## src/rtl/nibble_serial_adder_ctrl.sv

```systemverilog
// Sequences a W-bit add through an external 4-bit adder, one nibble per clock,
// least-significant nibble first, and assembles the sum and final carry.
module nibble_serial_adder_ctrl #(
  parameter int unsigned NIBBLES = 4
) (
  input  logic                 clk,
  input  logic                 rst_n,
  input  logic                 start,
  input  logic [4*NIBBLES-1:0] op_a,
  input  logic [4*NIBBLES-1:0] op_b,
  input  logic                 carry_in,
  output logic                 ready,
  output logic [3:0]           add_a,
  output logic [3:0]           add_b,
  output logic                 add_cin,
  input  logic [3:0]           add_sum,
  input  logic                 add_cout,
  output logic [4*NIBBLES-1:0] result,
  output logic                 carry_out,
  output logic                 done
);

  localparam int unsigned W  = 4 * NIBBLES;
  localparam int unsigned IW = (NIBBLES > 1) ? $clog2(NIBBLES) : 1;
  localparam logic [IW-1:0] LAST = IW'(NIBBLES - 1);

  typedef enum logic [1:0] {
    IDLE = 2'd0,
    RUN  = 2'd1,
    DONE = 2'd2
  } state_t;

  state_t        state_q, state_d;
  logic [W-1:0]  a_q, b_q;
  logic [W-1:0]  result_nx;
  logic          carry_q;
  logic [IW-1:0] idx;

  always_ff @(posedge clk or negedge rst_n) begin
    if (!rst_n) state_q <= IDLE;
    else        state_q <= state_d;
  end

  always_comb begin
    state_d = state_q;
    ready   = 1'b0;
    done    = 1'b0;
    case (state_q)
      IDLE: begin
        ready = 1'b1;
        if (start) state_d = RUN;
      end
      RUN:  if (idx == LAST) state_d = DONE;
      DONE: begin
        done    = 1'b1;
        state_d = IDLE;
      end
      default: state_d = IDLE;
    endcase
  end

  // Adder inputs are forced to zero outside RUN so the external adder sees a quiet bus.
  always_comb begin
    add_a     = '0;
    add_b     = '0;
    add_cin   = 1'b0;
    result_nx = result;
    for (int unsigned i = 0; i < NIBBLES; i++) begin
      if (idx == IW'(i)) begin
        result_nx[4*i +: 4] = add_sum;
        if (state_q == RUN) begin
          add_a = a_q[4*i +: 4];
          add_b = b_q[4*i +: 4];
        end
      end
    end
    if (state_q == RUN) add_cin = carry_q;
  end

  always_ff @(posedge clk or negedge rst_n) begin
    if (!rst_n) begin
      a_q       <= '0;
      b_q       <= '0;
      carry_q   <= 1'b0;
      idx       <= '0;
      result    <= '0;
      carry_out <= 1'b0;
    end else begin
      case (state_q)
        IDLE: if (start) begin
          a_q       <= op_a;
          b_q       <= op_b;
          carry_q   <= carry_in;
          idx       <= '0;
          result    <= '0;
          carry_out <= 1'b0;
        end
        RUN: begin
          result  <= result_nx;
          carry_q <= add_cout;
          // idx saturates on the last nibble; the next accept rewinds it.
          if (idx != LAST) idx <= idx + 1'b1;
          else             carry_out <= add_cout;
        end
        default: ;
      endcase
    end
  end

endmodule

```

## config.mk

```make
export PLATFORM = sky130hd
export DESIGN_NAME = nibble_serial_adder_ctrl
export DESIGN_NICKNAME = d
export VERILOG_FILES = /design/src/rtl/nibble_serial_adder_ctrl.sv
export SDC_FILE = /design/constraint.sdc
export NUM_CORES = 1
export LEC_CHECK = 0
export ABC_CLOCK_PERIOD_IN_PS = 2300
export BUFFER_PORTS_ARGS = -buffer_cell sky130_fd_sc_hd__buf_2
export CORE_ASPECT_RATIO = 0.5
export CORE_UTILIZATION = 51
export CTS_BUF_LIST = sky130_fd_sc_hd__clkbuf_8 sky130_fd_sc_hd__clkbuf_16
export CTS_CLUSTER_SIZE = 30
export DETAILED_ROUTE_END_ITERATION = 16
export GPL_TIMING_DRIVEN = 0
export PLACE_DENSITY = 0.78
export SYNTH_ARGS = -nofsm -noshare
export SYNTH_HDL_FRONTEND = slang
export SYNTH_SLANG_ARGS = --single-unit
```

## constraint.sdc

```tcl
create_clock -name clk -period 2.3 [get_ports clk]
set_clock_uncertainty 0.1 [all_clocks]
set_input_delay 0.46 -clock clk [delete_from_list [all_inputs] [get_ports clk]]
set_output_delay 0.46 -clock clk [all_outputs]
set_load 0.05 [all_outputs]
```

Word level (Yosys, flattened, before mapping). Index checks and enable logic that the tools add are counted.

Logic and storage cells: 72. Register bits after elaboration: 54. Output and inout bits: 28.

Muxes and demuxes: 36. Equality and inequality tests: 13. Add/subtract/negate cells: 1. Reduce and logical (&&, ||, !) cells: 12.

Operators by type and width (number): 4-bit 2-to-1 mux (20); 16-bit one-hot mux with 2 select lines (1); 3-bit AND reduction (6); 16-bit 2-to-1 mux (1); 2-bit 2-to-1 mux (4); 2-bit by 1-bit inequality test with 1-bit output (second input constant) (4); 2-bit inequality test (second input constant) (4); 2-bit one-hot mux with 2 select lines (2); 2-bit == test (second input constant) (3); 1-bit 2-to-1 mux (6); 2-bit AND reduction (3); 2-bit by 1-bit == test with 1-bit output (second input constant) (2); 2-bit zero test (2); 1-bit one-hot mux with 2 select lines (2); 2-bit by 1-bit adder with 2-bit output (second input constant) (1); 2-bit nonzero test (1).

Depth between registers and ports, before layout. Gate-level depths: netlist of the first run.

Word-level depth: 9. Gate-level depth with buffers: 6. Gate-level depth less buffers: 5.

Least setup slack after synthesis of the first run. No wires, ideal clock.

Path kind: register to output. From: reg idx[1]. To: out add_a[0]. Stages on the path, launching flop included: 7. Data arrival time: 1945 ps. Path slack: -205 ps. Path through: dfrtp_1 > inv_1 > ha_1 > clkbuf_1 > a21oi_1 > a2bb2oi_1 > o2bb2ai_1.

Longest elaborated chain between the ends: 8. Elaborated cells between the ends (all ways): 11. Classes of those cells: 3 x eq/ne; 7 x mux; 1 x reduce/logical.

RTL lines: start: declaration (line 37) `logic [IW-1:0] idx;`; start signal: assignment (line 102) `if (idx != LAST) idx <= idx + 1'b1;`; 2-bit zero test (line 69) `if (idx == IW'(i)) begin`; 4-bit 2-to-1 mux (line 69); 4-bit 2-to-1 mux (line 71) `if (state_q == RUN) begin`; 4-bit 2-to-1 mux (line 69); 4-bit 2-to-1 mux (line 71); 4-bit 2-to-1 mux (line 69); 4-bit 2-to-1 mux (line 71); 4-bit 2-to-1 mux * (line 69); end: declaration (line 13) `output logic [3:0] add_a,`.

Mark *: on every way between the ends. The rest lies on a longest branch, timed or not.

Worst setup path after layout of the first run.
From: reg idx[1]. To: out add_b[2].

Longest elaborated chain between the ends: 8. Elaborated cells between the ends (all ways): 11. Classes of those cells: 3 x eq/ne; 7 x mux; 1 x reduce/logical.

RTL lines: 2-bit zero test (line 69); 4-bit 2-to-1 mux (line 69); 4-bit 2-to-1 mux (line 71); 4-bit 2-to-1 mux (line 69); 4-bit 2-to-1 mux (line 71); 4-bit 2-to-1 mux (line 69); 4-bit 2-to-1 mux (line 71); 4-bit 2-to-1 mux * (line 69); end: declaration (line 14) `output logic [3:0] add_b,`.

Marks and branches as above.

==> flow_summary.yaml, run 1 <==
outcome:
  outcome: "finished, violations left"
  failed_checks: "negative setup slack"
clock_tree:
  cts_tree: "built"
  clock_path_buffers: 2
  clock-sinks: 54
  cts-root-buf: "clkbuf_8"
  path_clk_slew_ps: 100
  clk_latency_ps: 310
  cts_inserted_buffers: 5
  cts_hold_buf: 0
  cts-htree-levels: 2
critical_path:
  crit_arrival_ps: 1870
  cp.depth: 8
  path_cells: "buf_6, buf_6, ha_4, nand3b_1, buf_6, o21ai_2, o2bb2ai_2, buf_6"
  crit_required_ps: 1740
  cpPeakStageDelay_ps: 420
  rr_worst_depth: 6
  ff2ff_setup_slack_ps: 620
  worst_path_max_delay_cell: "dfrtp_1"
  critPathLaunchType: "flip-flop"
  startpoint: "idx[1]"
  worstPathBufferInverterCount: 4
  path_delay_family: "buffers and inverters"
  crit_type: "reg2out"
  cp-end-kind: "output port"
  cp_common_cell: "buf_6"
  rr_startpoint: "idx[0]"
  crit_path_max_fanout: 5
floorplan:
  io_pins: 69
  start_util: 0.542
  rows: 17
  die_h_um: 50.8
  die_area_um2: 5070
  coreArea_um2: 4490
  die_w_um: 99.7
synthesis:
  synth_nets: 228
  synth_edf_count: 0
  synth_cell_type_count: 30
  ys_seq_area_frac: 0.556
  avgSynthCellArea_um2: 13.3
  yosys-top-cells-area: "dfrtp_1, mux2_2, a22o_1"
  netlist.area_leader.share: 0.556
  synth_cells: 183
  synthesis.area_um2: 2430
  synth_warnings: 0
  ys_seq_elements: 54
  synth-main-ff-cell: "dfrtp_1"
  synth_async_sr_flop_share: 1.00
  yosysTopAreaCell: "dfrtp_1"
timing:
  relSlewSlack: 0.223
  fin_crit_sh: 1.06
  timing.final.ws_setup_ps: -127
  fin_crit_ps: 2430
  setup_viol: 8
  drv_slew: 0
  worstMarginPinSlew_ps: 1170
  hold_viol_final: 0
  fmax_ghz: 0.412
  rsz0062_at_grt: "true"
detailed_routing:
  wl_per_cell_um: 17.1
  drt_pass1_iterations: 4
  drt-total-wl_um: 5690
  drc: 0
  ant_nets: 0
  avgViaCountPerCell: 5.62
  route.vias.total: 1866
  first_iter_violations: 39
grt:
  grt_pass1_wl_um: 9370
  grt_pass1_vias: 1905
  grt_start_max_net_pins: 55
  gr-total-overflow: 0
  grt_usage: 0.252
  antenna_found_initial: 0
final_layout:
  drive_gt1_frac: 0.586
  syn_to_final_growth_pct: 34.5
  post-route-util: 0.729
  final_cell_area_um2: 3270
  antenna_cells: 0
  final_common_cell: "buf_2"
  nNetsFinal: 310
  layout_common_cells: "buf_2, dfrtp_1, mux2_2"
  post_layout_nonfiller_instances: 332
flow_run:
  maxCapViolations: 0
worst_hold_path:
  hp-class: "in2async"
placement:
  dpl.cell_count: 317
  io_buffer_count: 68
  gp_congestion: 0.752
  dpl_cell_area_um2: 2910
  hpwl_um: 3860
-- state kept, by name (all words and copies together) (netlist names) --
register	cells
idx	2
carry_q	1
carry_out	1
result	16
b_q	16
state_q	2
a_q	16
-- repair_timing --
action	4_1_cts	5_1_grt
setup buffers	6	0
pin swaps	16	5
gates cloned	2	0
setup endpoints to repair	8	8
gates resized for setup	54	6
-- cells in the mapped netlist, types with 2 or more instances --
library cell,instances
buf_2,4
nor2b_1,3
nand3b_1,2
o2bb2ai_1,8
a2bb2oi_1,8
mux2_2,32
nor2_1,3
dfrtp_1,54
a22o_1,18
a21oi_1,9
a32o_1,4
inv_1,4
buf_6,3
buf_4,2
o21ai_0,9
and3b_1,2
ha_1,4
nand2_1,2
-- routing by layer --
layer  part of all wire  vias to the layer above  global-route usage  wire length [µm]
met2               0.48                       58               0.422              2760
met5                  0                        -                   0                 0
met1               0.45                      943               0.325              2540
li1                   -                      854                   -                 -
met3              0.055                       11              0.0616               314
met4              0.013                        0              0.0907                75
-- metrics by stage --
stage	TNS, ps	setup WS (ps)	hold slack (ps)
after global routing	-1390	-182	264
after detailed placement	-695	-130	385
after floorplan	0	79.4	64.4
after global placement	-268	-60.8	379
final	-818	-127	272
after CTS	-661	-93.9	262
-- final timing paths --
kind | to
max | add_b[2]
min | result[9]
max reg2reg | result[11]
min reg2reg | result[9]
max in group asynchronous | a_q[4]
min in group clk | b_q[10]
-- layout make-up --
| type | count | area [µm²] |
|---|---|---|
| Inverter | 5 | 23.8 |
| Multi-Input combinational cell | 113 | 1150 |
| Sequential cell | 54 | 1350 |
| Clock inverter | 3 | 47.5 |
| Timing Repair Buffer | 76 | 467 |
| Fill cell | 307 | 1220 |
| Tap cell | 66 | 82.6 |
| Buffer | 10 | 85.1 |
| Clock buffer | 5 | 68.8 |
-- logic make-up after synthesis --
| group | count (synthesis) | synth area share |
|---|---|---|
| flops | 54 | 0.556 |
| simple gates | 16 | 0.0442 |
| mux | 33 | 0.152 |
| compound gates | 60 | 0.188 |
| buf+inv | 16 | 0.0396 |
| fa+ha+maj | 4 | 0.0206 |
Power of run 1 is left out: the tool's default activity adds up to more than one toggle a clock period on the data nets, which glitch-free logic cannot reach.
==> run 2, diff against run 1 <==
--- a/config.mk
+++ b/config.mk
@@ -7,6 +7,7 @@
 export LEC_CHECK = 0
 export ABC_CLOCK_PERIOD_IN_PS = 2300
 export BUFFER_PORTS_ARGS = -buffer_cell sky130_fd_sc_hd__buf_2
+export CAP_MARGIN = 10
 export CORE_ASPECT_RATIO = 0.5
 export CORE_UTILIZATION = 51
 export CTS_BUF_LIST = sky130_fd_sc_hd__clkbuf_8 sky130_fd_sc_hd__clkbuf_16
@@ -14,6 +15,7 @@
 export DETAILED_ROUTE_END_ITERATION = 16
 export GPL_TIMING_DRIVEN = 0
 export PLACE_DENSITY = 0.78
+export RECOVER_POWER = 50
 export SYNTH_ARGS = -nofsm -noshare
 export SYNTH_HDL_FRONTEND = slang
 export SYNTH_SLANG_ARGS = --single-unit
==> run 2 against run 1 <==
Net effect:
- the run still ends with negative setup slack left
- non-clock buffer count is 2 higher
- sequential share of layout area shrank 0.20 points
- first-iteration DRC count increased by 59%
- global-route usage stayed put
- final cell count up 0.60%
- design area up 0.50%
- worst setup slack worse by 3.5 ps
- via count fell by 1.0%
- critical endpoint unchanged
- highest routed layer unchanged
==> flow_summary.yaml, run 2 (synthesized netlist as in run 1, its figures left out) <==
placement:
  gp_congestion: 0.752
  hpwl_um: 3860
  dpl_cell_area_um2: 2910
  io_buffer_count: 68
floorplan:
  start_util: 0.542
  io_pins: 69
  coreArea_um2: 4490
  die_h_um: 50.8
  die_area_um2: 5070
  rows: 17
  die_w_um: 99.7
power_and_ir_drop:
  powerDensity_nw_per_um2: 1780
  leakagePower_nw: 1.54
  total_power_mw: 5.87
  ir_drop_mv: 1.48
critical_path:
  worst_path_max_delay_cell: "dfrtp_1"
  cpPeakStageDelay_ps: 420
  worstPathBufferInverterCount: 4
  critPathLaunchType: "flip-flop"
  path_delay_family: "buffers and inverters"
  crit_path_max_fanout: 5
  path_cells: "buf_6, buf_6, ha_4, nand3b_1, buf_6, o21ai_2, o2bb2ai_2, buf_6"
  startpoint: "idx[1]"
  cp-end-kind: "output port"
  cp_common_cell: "buf_6"
  ff2ff_setup_slack_ps: 620
  rr_startpoint: "idx[0]"
  crit_arrival_ps: 1870
  crit_type: "reg2out"
  crit_required_ps: 1740
timing:
  drv_slew: 0
  fin_crit_ps: 2430
  tns_ps: -847
  fin_hold_ws_ps: 271
  setup_viol: 8
  relSlewSlack: 0.512
  worstMarginPinSlew_ps: 732
  timing.final.ws_setup_ps: -130
  fmax_ghz: 0.411
  fin_crit_sh: 1.06
  hold_viol_final: 0
  rsz0062_at_grt: "true"
worst_hold_path:
  hp-class: "in2reg"
  hold_start: "carry_in"
detailed_routing:
  drc: 0
  first_iter_violations: 62
  ant_nets: 0
  route.vias.total: 1847
  wl_per_cell_um: 17.1
  drt-total-wl_um: 5720
  drt_pass1_iterations: 4
  avgViaCountPerCell: 5.53
final_layout:
  drive_gt1_frac: 0.582
  antenna_cells: 0
  nNetsFinal: 312
  layout_common_cells: "buf_2, dfrtp_1, mux2_2"
  final_common_cell: "buf_2"
  syn_to_final_growth_pct: 35.2
  final_cell_area_um2: 3290
  reg_top3: "a_q: 16 flops, b_q: 16 flops, result: 16 flops"
grt:
  grt_start_max_net_pins: 55
  grt_usage: 0.252
  gr-total-overflow: 0
  grt_pass1_wl_um: 9370
  antenna_found_initial: 0
  grt_pass1_vias: 1905
outcome:
  outcome: "finished, violations left"
  failed_checks: "negative setup slack"
clock_tree:
  cts-htree-levels: 2
  clock_path_buffers: 2
  cts-root-buf: "clkbuf_8"
  clock-sinks: 54
  cts_inserted_buffers: 5
  path_clk_slew_ps: 100
  cts_tree: "built"
  clk_latency_ps: 310
flow_run:
  maxCapViolations: 0
==> run 2: changes by cell type in the layout (fill, tap and decap cells not counted), sizes merged <==
cell and delta:
dlygate4sd3 +1, clkbuf +2, buf -1
==> run 2: worst reg2reg max path, cell delays in order (launching register included) <==
cell and delay (ps):
dfrtp_1 450, inv_2 90, ha_2 190, buf_2 180, and3b_1 280, nor2_1 110, a22o_1 180
==> run 2: through the flow <==
stage | util | cells | setup slack, ps
floorplan | - | 183 | 79.4
global placement | 0.647 | 317 | -60.8
detailed placement | 0.647 | 317 | -130
CTS | 0.723 | 332 | -93.9
global route | 0.733 | 334 | -182
finish | 0.733 | 334 | -130
==> run 2: per-layer routing <==
metal  wire [µm]  track usage
met5           0            0
met4          69       0.0907
met2        2740        0.422
met3         310       0.0616
met1        2600        0.325
==> run 2: where the power goes <==
group | total, mW | internal, mW | leakage, nW | switching, mW
Clock | 0.660 | 0.330 | 0.0587 | 0.329
Sequential | 1.72 | 1.40 | 0.662 | 0.320
Combinational | 3.49 | 1.46 | 0.824 | 2.02
==> run 2: path summary, 6_finish.rpt <==
check	endpoint	cells after the start
setup / recovery	add_b[2]	8
hold / removal	carry_q	3
setup reg to reg	result[11]	6
hold reg to reg	result[9]	1
max in group asynchronous	a_q[4]	3
min in group asynchronous	result[9]	2
==> run 2: area by class of cell <==
cell class,instances,area [µm²]
tap,66,82.6
clock buffer,5,68.8
inverter,5,23.8
fill,308,1200
buffer,10,85.1
timing repair buffer,78,483
multi-input combinational,113,1150
sequential,54,1350
clock inverter,3,47.5
==> run 2: what timing repair did <==
item | CTS | global route
gates resized for setup | 54 | 6
pin swaps | 16 | 5
buffers inserted | 6 | 0
endpoints found under the hold margin | 0 | 13
cloned | 2 | 0
endpoints found under the setup margin | 8 | 8
hold buffers | 0 | 1
Power figures use the tool's default switching activity.
==> run 3, diff against run 2 <==
==> config.mk (replaced) <==
export PLATFORM = sky130hd
export DESIGN_NAME = nibble_serial_adder_ctrl
export DESIGN_NICKNAME = d
export VERILOG_FILES = /design/src/rtl/nibble_serial_adder_ctrl.sv
export SDC_FILE = /design/constraint.sdc
export NUM_CORES = 1
export LEC_CHECK = 0
export ABC_CLOCK_PERIOD_IN_PS = 2800
export BUFFER_PORTS_ARGS = -buffer_cell sky130_fd_sc_hd__buf_2
export CAP_MARGIN = 10
export CORE_ASPECT_RATIO = 0.5
export CORE_UTILIZATION = 55
export CTS_BUF_LIST = sky130_fd_sc_hd__clkbuf_4
export CTS_CLUSTER_SIZE = 30
export DETAILED_ROUTE_END_ITERATION = 16
export GPL_TIMING_DRIVEN = 0
export PLACE_DENSITY = 0.84
export RECOVER_POWER = 50
export SYNTH_ARGS = -nofsm -noshare
export SYNTH_HDL_FRONTEND = slang
export SYNTH_SLANG_ARGS = --single-unit
==> constraint.sdc (replaced) <==
create_clock -name clk -period 2.8 [get_ports clk]
set_clock_uncertainty 0.1 [all_clocks]
set_input_delay 0.56 -clock clk [delete_from_list [all_inputs] [get_ports clk]]
set_output_delay 0.56 -clock clk [all_outputs]
set_load 0.05 [all_outputs]
==> run 3 against run 2 <==
Net effect:
- the run now ends clean
- via count shrank 1.0%
- die area shrank 7.1%
- sequential share of layout area grew 4.7 points
- utilization shrank 0.54 points
- combinational power shrank 30%
- count of clock-buffer cells in the layout is the same
- non-clock buffer count shrank 5
- power shrank 29%
- highest routed layer unchanged
==> flow_summary.yaml, run 3 (synthesized netlist as in run 1, its figures left out) <==
floorplan:
  start_util: 0.599
  io_pins: 69
  die_h_um: 49.0
  die_w_um: 96.0
  coreArea_um2: 4060
  die_area_um2: 4710
  rows: 16
critical_path:
  crit_type: "reg2out"
  crit_arrival_ps: 2060
  cpPeakStageDelay_ps: 480
  cp_common_cell: "buf_4"
  cp-end-kind: "output port"
  worst_path_max_delay_cell: "dfrtp_2"
  path_cells: "inv_1, ha_1, clkbuf_4, nand3b_1, buf_4, o21ai_0, o2bb2ai_1, buf_4"
  critPathLaunchType: "flip-flop"
  crit_required_ps: 2140
  crit_path_max_fanout: 10
timing:
  tns_ps: 0
  hold_viol_final: 0
  worstMarginPinSlew_ps: 1060
  fin_crit_ps: 2720
  relSlewSlack: 0.296
  fin_crit_sh: 0.972
  setup_viol: 0
  drv_slew: 0
  timing.final.ws_setup_ps: 78.5
  rsz0062_at_grt: "false"
  fmax_ghz: 0.367
outcome:
  outcome: "finished, final reports clean"
clock_tree:
  cts-root-buf: "clkbuf_4"
  path_clk_slew_ps: 170
  cts_tree: "built"
  cts_inserted_buffers: 5
  cts-htree-levels: 2
  clk_latency_ps: 380
  clock-sinks: 54
  clock_path_buffers: 2
final_layout:
  drive_gt1_frac: 0.468
  nNetsFinal: 307
  antenna_cells: 0
  reg_top3: "a_q: 16 flops, b_q: 16 flops, result: 16 flops"
  syn_to_final_growth_pct: 21.5
  layout_common_cells: "buf_2, dfrtp_1, mux2_2"
  final_common_cell: "buf_2"
power_and_ir_drop:
  switching_share: 0.476
  p_seq_frac: 0.328
  power_frac_clock: 0.086
  power.switching_mw: 1.98
  total_power_mw: 4.17
  ir_drop_mv: 0.833
  p_comb_frac: 0.586
  leakagePower_nw: 1.43
  powerDensity_nw_per_um2: 1410
  internal-power_mw: 2.18
grt:
  gr-total-overflow: 0
  antenna_found_initial: 0
  grt_start_max_net_pins: 55
  grt_pass1_wl_um: 8700
  grt_pass1_vias: 1809
  grt_usage: 0.249
detailed_routing:
  route.vias.total: 1828
  drt_pass1_iterations: 4
  first_iter_violations: 56
  avgViaCountPerCell: 5.77
  drc: 0
  wl_per_cell_um: 17.5
  ant_nets: 0
  drt-total-wl_um: 5550
placement:
  hpwl_um: 3920
  pre_cts_ws_ps: 282
  gp_congestion: 0.782
  io_buffer_count: 68
worst_hold_path:
  hp-class: "in2reg"
flow_run:
  maxCapViolations: 0
run 3: cell type report:
class / instances / area (µm²)
buffer: 10 / 73.8
clock buffer: 5 / 37.5
clock inverter: 3 / 23.8
fill: 307 / 1110
inverter: 5 / 21.3
multi-input combinational: 113 / 982
sequential: 54 / 1350
tap: 54 / 67.6
timing repair buffer: 73 / 397
run 3: path summary, 6_finish.rpt:
path / startpoint / endpoint / slack [ps] / depth (start not counted)
max: idx[0] / add_b[0] / 80 / 8
max in group asynchronous: rst_n / idx[0] / 510 / 3
min reg2reg: result[4] / result[4] / 420 / 1
min: op_b[7] / b_q[7] / 300 / 2
min in group asynchronous: rst_n / b_q[10] / 590 / 2
max reg2reg: state_q[0] / a_q[8] / 740 / 4
run 3: metrics by stage:
step / instance area [µm²] / hold slack, ps / cells / util
floorplan: 2430 / 164 / 183 / -
global placement: 2840 / 379 / 305 / 0.699
detailed placement: 2840 / 383 / 305 / 0.699
CTS: 2920 / 284 / 314 / 0.719
global route: 2960 / 276 / 317 / 0.727
finish: 2960 / 297 / 317 / 0.727
run 3: timing repair:
action                                  in CTS  in global routing
gates resized for setup                      6                 12
pin swaps                                    1                  0
hold buffers                                 0                  1
endpoints found under the hold margin        0                 11
setup buffers                                1                  2
endpoints found under the setup margin       8                  8
run 3: power groups by stage:
| stage | Combinational, mW | Sequential (mW) | Clock (mW) |
|---|---|---|---|
| 2_1_floorplan | 1.52 | 1.65 | 0 |
| 3_3_place_gp | 2.27 | 1.36 | 0 |
| 3_5_place_dp | 2.33 | 1.38 | 0 |
| 4_1_cts | 2.39 | 1.36 | 0.364 |
| 5_1_grt | 2.59 | 1.42 | 0.400 |
| 6_report | 2.44 | 1.37 | 0.360 |
run 3: metal layers:
metal,vias up,track usage,share of wire
met2,67,0.423,0.50
met1,903,0.326,0.43
met4,0,0.0597,0.011
met5,-,0,0
li1,851,-,-
met3,7,0.0530,0.055
run 3: critical path: cells and delay by family (launching register included):
kind            cells  cell delay [ps]
fa+ha+maj           1              150
simple gates        1              100
flops               1              480
compound gates      2              280
buf+inv             4              660
